### config.mk
export PLATFORM = sky130hd
export DESIGN_NAME = pipeline_stall_controller
export DESIGN_NICKNAME = d
export VERILOG_FILES = /design/src/rtl/pipeline_stall_controller.sv
export SDC_FILE = /design/constraint.sdc
export NUM_CORES = 1
export LEC_CHECK = 0
export ABC_AREA = 0
export CAP_MARGIN = 10
export CELL_PAD_IN_SITES_DETAIL_PLACEMENT = 1
export CELL_PAD_IN_SITES_GLOBAL_PLACEMENT = 2
export CORE_MARGIN = 2
export CORE_UTILIZATION = 38
export CTS_BUF_LIST = sky130_fd_sc_hd__clkbuf_16
export CTS_CLUSTER_SIZE = 28
export DETAILED_ROUTE_END_ITERATION = 8
export DONT_BUFFER_PORTS = 1
export GPL_TIMING_DRIVEN = 1
export HOLD_SLACK_MARGIN = 0.05
export PLACE_DENSITY_LB_ADDON = 0.1
export SYNTH_ARGS = -nofsm -noshare
export SYNTH_HDL_FRONTEND = slang
export SYNTH_SLANG_ARGS = --single-unit
### constraint.sdc
create_clock -name clk -period 2.4 [get_ports clk]
set_clock_uncertainty 0.2 [all_clocks]
set_input_delay 0.48 -clock clk [delete_from_list [all_inputs] [get_ports clk]]
set_output_delay 0.48 -clock clk [all_outputs]
set_load 0.01 [all_outputs]
### src/rtl/pipeline_stall_controller.sv
// Stall/flush sequencer for the 5-stage LC-3b pipeline: merges load-use, I/D-cache and branch-redirect requests.
// Optional STALL_PERF_EN adds four 32-bit stall/flush performance counters.
module pipeline_stall_controller (
  input  logic        clk,
  input  logic        rst_n,
  input  logic        load_use_hazard,
  input  logic        imem_req,
  input  logic        imem_resp,
  input  logic        dmem_req,
  input  logic        dmem_resp,
  input  logic        br_taken,
  input  logic [15:0] br_target,
  output logic        load_pc,
  output logic        pc_sel,
  output logic [15:0] redirect_target,
  output logic        load_if_id,
  output logic        load_id_ex,
  output logic        load_ex_mem,
  output logic        load_mem_wb,
  output logic        flush_if_id,
  output logic        flush_id_ex,
  output logic        flush_ex_mem
`ifdef STALL_PERF_EN
  ,
  output logic [31:0] perf_dstall,
  output logic [31:0] perf_istall,
  output logic [31:0] perf_load_use,
  output logic [31:0] perf_flush
`endif
);

  typedef enum logic {RUN, REDIRECT_WAIT} state_t;

  state_t      state, state_next;
  logic [15:0] target_q;
  logic        dstall, istall, capture, redirect_req;

  assign dstall       = dmem_req & ~dmem_resp;
  assign istall       = imem_req & ~imem_resp;
  assign redirect_req = rst_n & (((state == RUN) & br_taken) | (state == REDIRECT_WAIT));
  assign capture      = rst_n & (state == RUN) & br_taken & ~dstall;

  // The redirect is combinational on br_taken, so the incoming target bypasses the latch.
  assign redirect_target = capture ? br_target : target_q;

  always_ff @(posedge clk or negedge rst_n) begin
    if (!rst_n) begin
      state    <= RUN;
      target_q <= 16'h0000;
    end else begin
      state <= state_next;
      if (capture) target_q <= br_target;
    end
  end

  always_comb begin
    state_next   = state;
    load_pc      = 1'b0;
    pc_sel       = 1'b0;
    load_if_id   = 1'b0;
    load_id_ex   = 1'b0;
    load_ex_mem  = 1'b0;
    load_mem_wb  = 1'b0;
    flush_if_id  = 1'b0;
    flush_id_ex  = 1'b0;
    flush_ex_mem = 1'b0;
    if (!rst_n || dstall) begin
      state_next = state;
    end else if (redirect_req) begin
      // A redirect squashes any pending load-use bubble; the doomed fetch is discarded on its response.
      load_id_ex   = 1'b1;
      flush_id_ex  = 1'b1;
      load_ex_mem  = 1'b1;
      flush_ex_mem = 1'b1;
      load_mem_wb  = 1'b1;
      if (istall) begin
        state_next = REDIRECT_WAIT;
      end else begin
        load_pc     = 1'b1;
        pc_sel      = 1'b1;
        load_if_id  = 1'b1;
        flush_if_id = 1'b1;
        state_next  = RUN;
      end
    end else if (istall || load_use_hazard) begin
      load_id_ex  = 1'b1;
      flush_id_ex = 1'b1;
      load_ex_mem = 1'b1;
      load_mem_wb = 1'b1;
    end else begin
      load_pc     = 1'b1;
      load_if_id  = 1'b1;
      load_id_ex  = 1'b1;
      load_ex_mem = 1'b1;
      load_mem_wb = 1'b1;
    end
  end

`ifdef STALL_PERF_EN
  always_ff @(posedge clk or negedge rst_n) begin
    if (!rst_n) begin
      perf_dstall   <= 32'd0;
      perf_istall   <= 32'd0;
      perf_load_use <= 32'd0;
      perf_flush    <= 32'd0;
    end else begin
      if (dstall) perf_dstall <= perf_dstall + 32'd1;
      if (istall && !dstall) perf_istall <= perf_istall + 32'd1;
      if (!dstall && !redirect_req && load_use_hazard) perf_load_use <= perf_load_use + 32'd1;
      if (!dstall && redirect_req && load_pc) perf_flush <= perf_flush + 32'd1;
    end
  end
`endif

  // Both conditions indicate an upstream bug rather than something this block can resolve.
  a_br_in_wait: assert property (@(posedge clk) disable iff (!rst_n)
    !((state == REDIRECT_WAIT) && br_taken));
  a_br_with_dmem: assert property (@(posedge clk) disable iff (!rst_n)
    !(br_taken && dmem_req));

endmodule
==> run_results.csv <==
group,metric,value,unit
status,run_status,"finished, final reports clean",
sta,finalCritPeriodShare,90.0,%
logic_synthesis,synthSimpleGateAreaFrac,7.88,%
power,vdd_drop_max,0.584,mV
min_path,hold_class,"primary input to flip-flop",
power,p_int,691,uW
clock_network,cts_root_buf,"clkbuf_16",
final_layout,utilization,44.7,%
worst_setup_path,path_delay_family,"multiplexers",
worst_setup_path,crit_slowest_cell,"mux2_4",
logic_synthesis,synth_compound_area_share,2.25,%
place,globalplace.congestion,0.691,
logic_synthesis,ys_ff_latch,17,
detailed_routing,viasPerCell,5.17,
clock_network,numCtsBuffers,3,
detailed_routing,wirelength,1440,um
worst_setup_path,cp-end-kind,"primary output",
power,power-per-cell-area,1080,nW/um^2
power,report.power.total,936,uW
detailed_routing,dr.pass1.iters,2,
worst_setup_path,cp_num_buf_inv,0,
floorplan,io_pins,49,
floorplan,dieArea,2430,um^2
clock_network,clock-sinks,17,
global_routing,grtUsageTotal,13.0,%
global_routing,grt-ovfl-total,0,
worst_setup_path,worstPathMaxFanout,16,
detailed_routing,wl_per_cell,18.4,um
power,seq_power_share,41.8,%
logic_synthesis,postSynthNetCount,74,
logic_synthesis,synth_area,778,um^2
job,cap_viol_max_count,0,
power,p_comb_share,24.0,%
final_layout,nets,76,
logic_synthesis,syn_inst,50,
clock_network,postCtsResizedCells,0,
logic_synthesis,yosys-top-cells-area,"dfrtp_1 55%, mux2_4 19%, mux2_2 10%",
logic_synthesis,avgSynthCellArea,15.6,um^2
sta,layout_min_cycle_time,2.16,ns
logic_synthesis,synth_top_area_share,54.7,%
logic_synthesis,synth_cell_types,15,
logic_synthesis,synthAdderAreaFrac,0,%
sta,worst_slew_pin_slew,0.741,ns
place,placedCellCount,73,
global_routing,grt_pass1_wl,2300,um
final_layout,insertedDiodeCount,0,
logic_synthesis,yosys_warnings,0,
worst_setup_path,worstPathRequired,1.72,ns
global_routing,grt_antenna_before_repair,0,
floorplan,coreArea,1940,um^2
clock_network,clkSlewWorstSetupHoldPaths,0.05,ns
logic_synthesis,ys_seq_area_share,54.7,%
clock_network,cts_tree,"yes",
worst_setup_path,worstPathCellList,"nand4b_4 -> mux2_4",
sta,fin_setup_tns,0,ns
power,leakage,0.418,nW
sta,hold_violations,0,
final_layout,drive_above_1_share,47.1,%
final_layout,fill_cells,200,
floorplan,die_h,49.3,um
detailed_routing,vias,403,
clock_network,htreeDepth,1,
worst_setup_path,critical-path-max-stage-delay,0.44,ns
global_routing,grt_max_degree,18,
detailed_routing,drc,0,
detailed_routing,first_iter_violations,3,
sta,slew_violations,0,
sta,finalSetupViolCount,0,
logic_synthesis,synth.area.mux_share,29.4,%
logic_synthesis,synth_area_leader_cell,"dfrtp_1",
worst_setup_path,worstSetupStartpointType,"flip-flop",
floorplan,num_rows,16,
global_routing,grt_pass1_vias,488,
clock_network,clockBufferDepth,2,
place,numPortBuffers,0,
power,clkPwrFrac,34.2,%
logic_synthesis,synthXorXnorAreaFrac,0,%
floorplan,chipWidth,49.3,um
clock_network,clk_latency,0.24,ns
final_layout,stdcell_count,78,
sta,clock.fmax,0.463,GHz
sta,slew_headroom,50.4,%
final_layout,syn2layout_area_growth,11.4,%
worst_setup_path,crit_type,"flip-flop to primary output",
sta,rsz0062_at_grt,"no",
power,sw_frac_of_total,26.1,%
power,switchingPower,244,uW
logic_synthesis,synth_top_family_by_area,"multiplexers",
clock_network,cts_setup_buffers,0,
floorplan,start_util,40.1,%
clock_network,ctsHoldBuffers,1,
worst_setup_path,arrival,1.48,ns
sta,timing.hold.ws,0.220,ns
place,dp.final_hpwl,1120,um
detailed_routing,antenna_left,0,
-- cell usage in the layout, fill, tap and decap left out, drive strengths merged --
cell,Yosys,layout
buf,5,1
dlygate4sd3,0,1
dfrtp,17,17
nand2b,1,1
nor2b,3,3
nor2,1,1
nand2,1,1
inv,1,2
o21ai,1,1
a211oi,1,1
nand4b,1,1
a21oi,1,1
mux2,17,17
clkbuf,0,3
-- worst register-to-register path, cell delays in order (launching register included) --
cell and delay [ns]:
dfrtp_1 0.39, nand4b_4 0.40, mux2_2 0.44
-- layout make-up --
| class | instances | area (um^2) | area share [%] |
|---|---|---|---|
| clock buffers | 3 | 75.1 | 8.66 |
| clock inverters | 1 | 3.75 | 0.433 |
| inverters | 1 | 3.75 | 0.433 |
| multi-input cells | 27 | 308 | 35.5 |
| flip-flops and latches | 17 | 425 | 49.1 |
| well taps | 27 | 33.8 | 3.90 |
| repair buffers | 2 | 17.5 | 2.02 |
-- through the flow --
stage | instance area [um^2] | setup WS [ns]
global route | 867 | 0.149
finish | 867 | 0.240
detailed placement | 778 | 0.335
global placement | 778 | 0.360
floorplan | 778 | 0.415
CTS | 867 | 0.226
-- power by group through the flow --
stage / clock, mW / combinational, mW / sequential (mW)
final: 0.320 / 0.224 / 0.391
after global routing: 0.347 / 0.240 / 0.398
after CTS: 0.331 / 0.228 / 0.392
after detailed placement: 0 / 0.222 / 0.394
after global placement: 0 / 0.214 / 0.390
after floorplan: 0 / 0.203 / 0.383
-- flip-flops by register name, indices dropped and copies added, names as in the netlist --
| name | count |
|---|---|
| target_q | 16 |
| state | 1 |
-- Yosys cell counts --
library cell  instances
inv_1                 1
nor2_1                1
mux2_2                7
buf_6                 1
a211oi_1              1
nand2b_2              1
mux2_4               10
buf_4                 4
dfrtp_1              17
nand4b_4              1
nor2b_2               1
nand2_1               1
nor2b_1               2
o21ai_1               1
a21oi_1               1
-- final timing paths --
kind | from | depth (start not counted) | end | slack (ns)
hold reg to reg | target_q[13] | 1 | target_q[13] | 0.32
min in group asynchronous | rst_n | 1 | state | 0.55
max in group asynchronous | rst_n | 1 | target_q[15] | 0.99
setup / recovery | state | 2 | redirect_target[9] | 0.24
setup reg to reg | state | 2 | target_q[2] | 0.84
hold / removal | br_target[5] | 1 | target_q[5] | 0.22
-- logic make-up (layout without fill, tap and decap cells) --
| logic type | after synthesis | in the layout |
|---|---|---|
| muxes | 17 | 17 |
| DFF | 17 | 17 |
| and+or+nand+nor | 7 | 7 |
| AOI/OAI and AO/OA | 3 | 3 |
| buffers and inverters | 6 | 7 |
-- routing by layer --
layer | global-route usage, % | vias up | part of all wire, %
li1 | - | 169 | -
met2 | 19.6 | 34 | 51
met5 | 0 | - | 0
met3 | 6.44 | 0 | 14
met1 | 15.4 | 200 | 35
met4 | 5.71 | 0 | 0
Power figures use the tool's default switching activity.
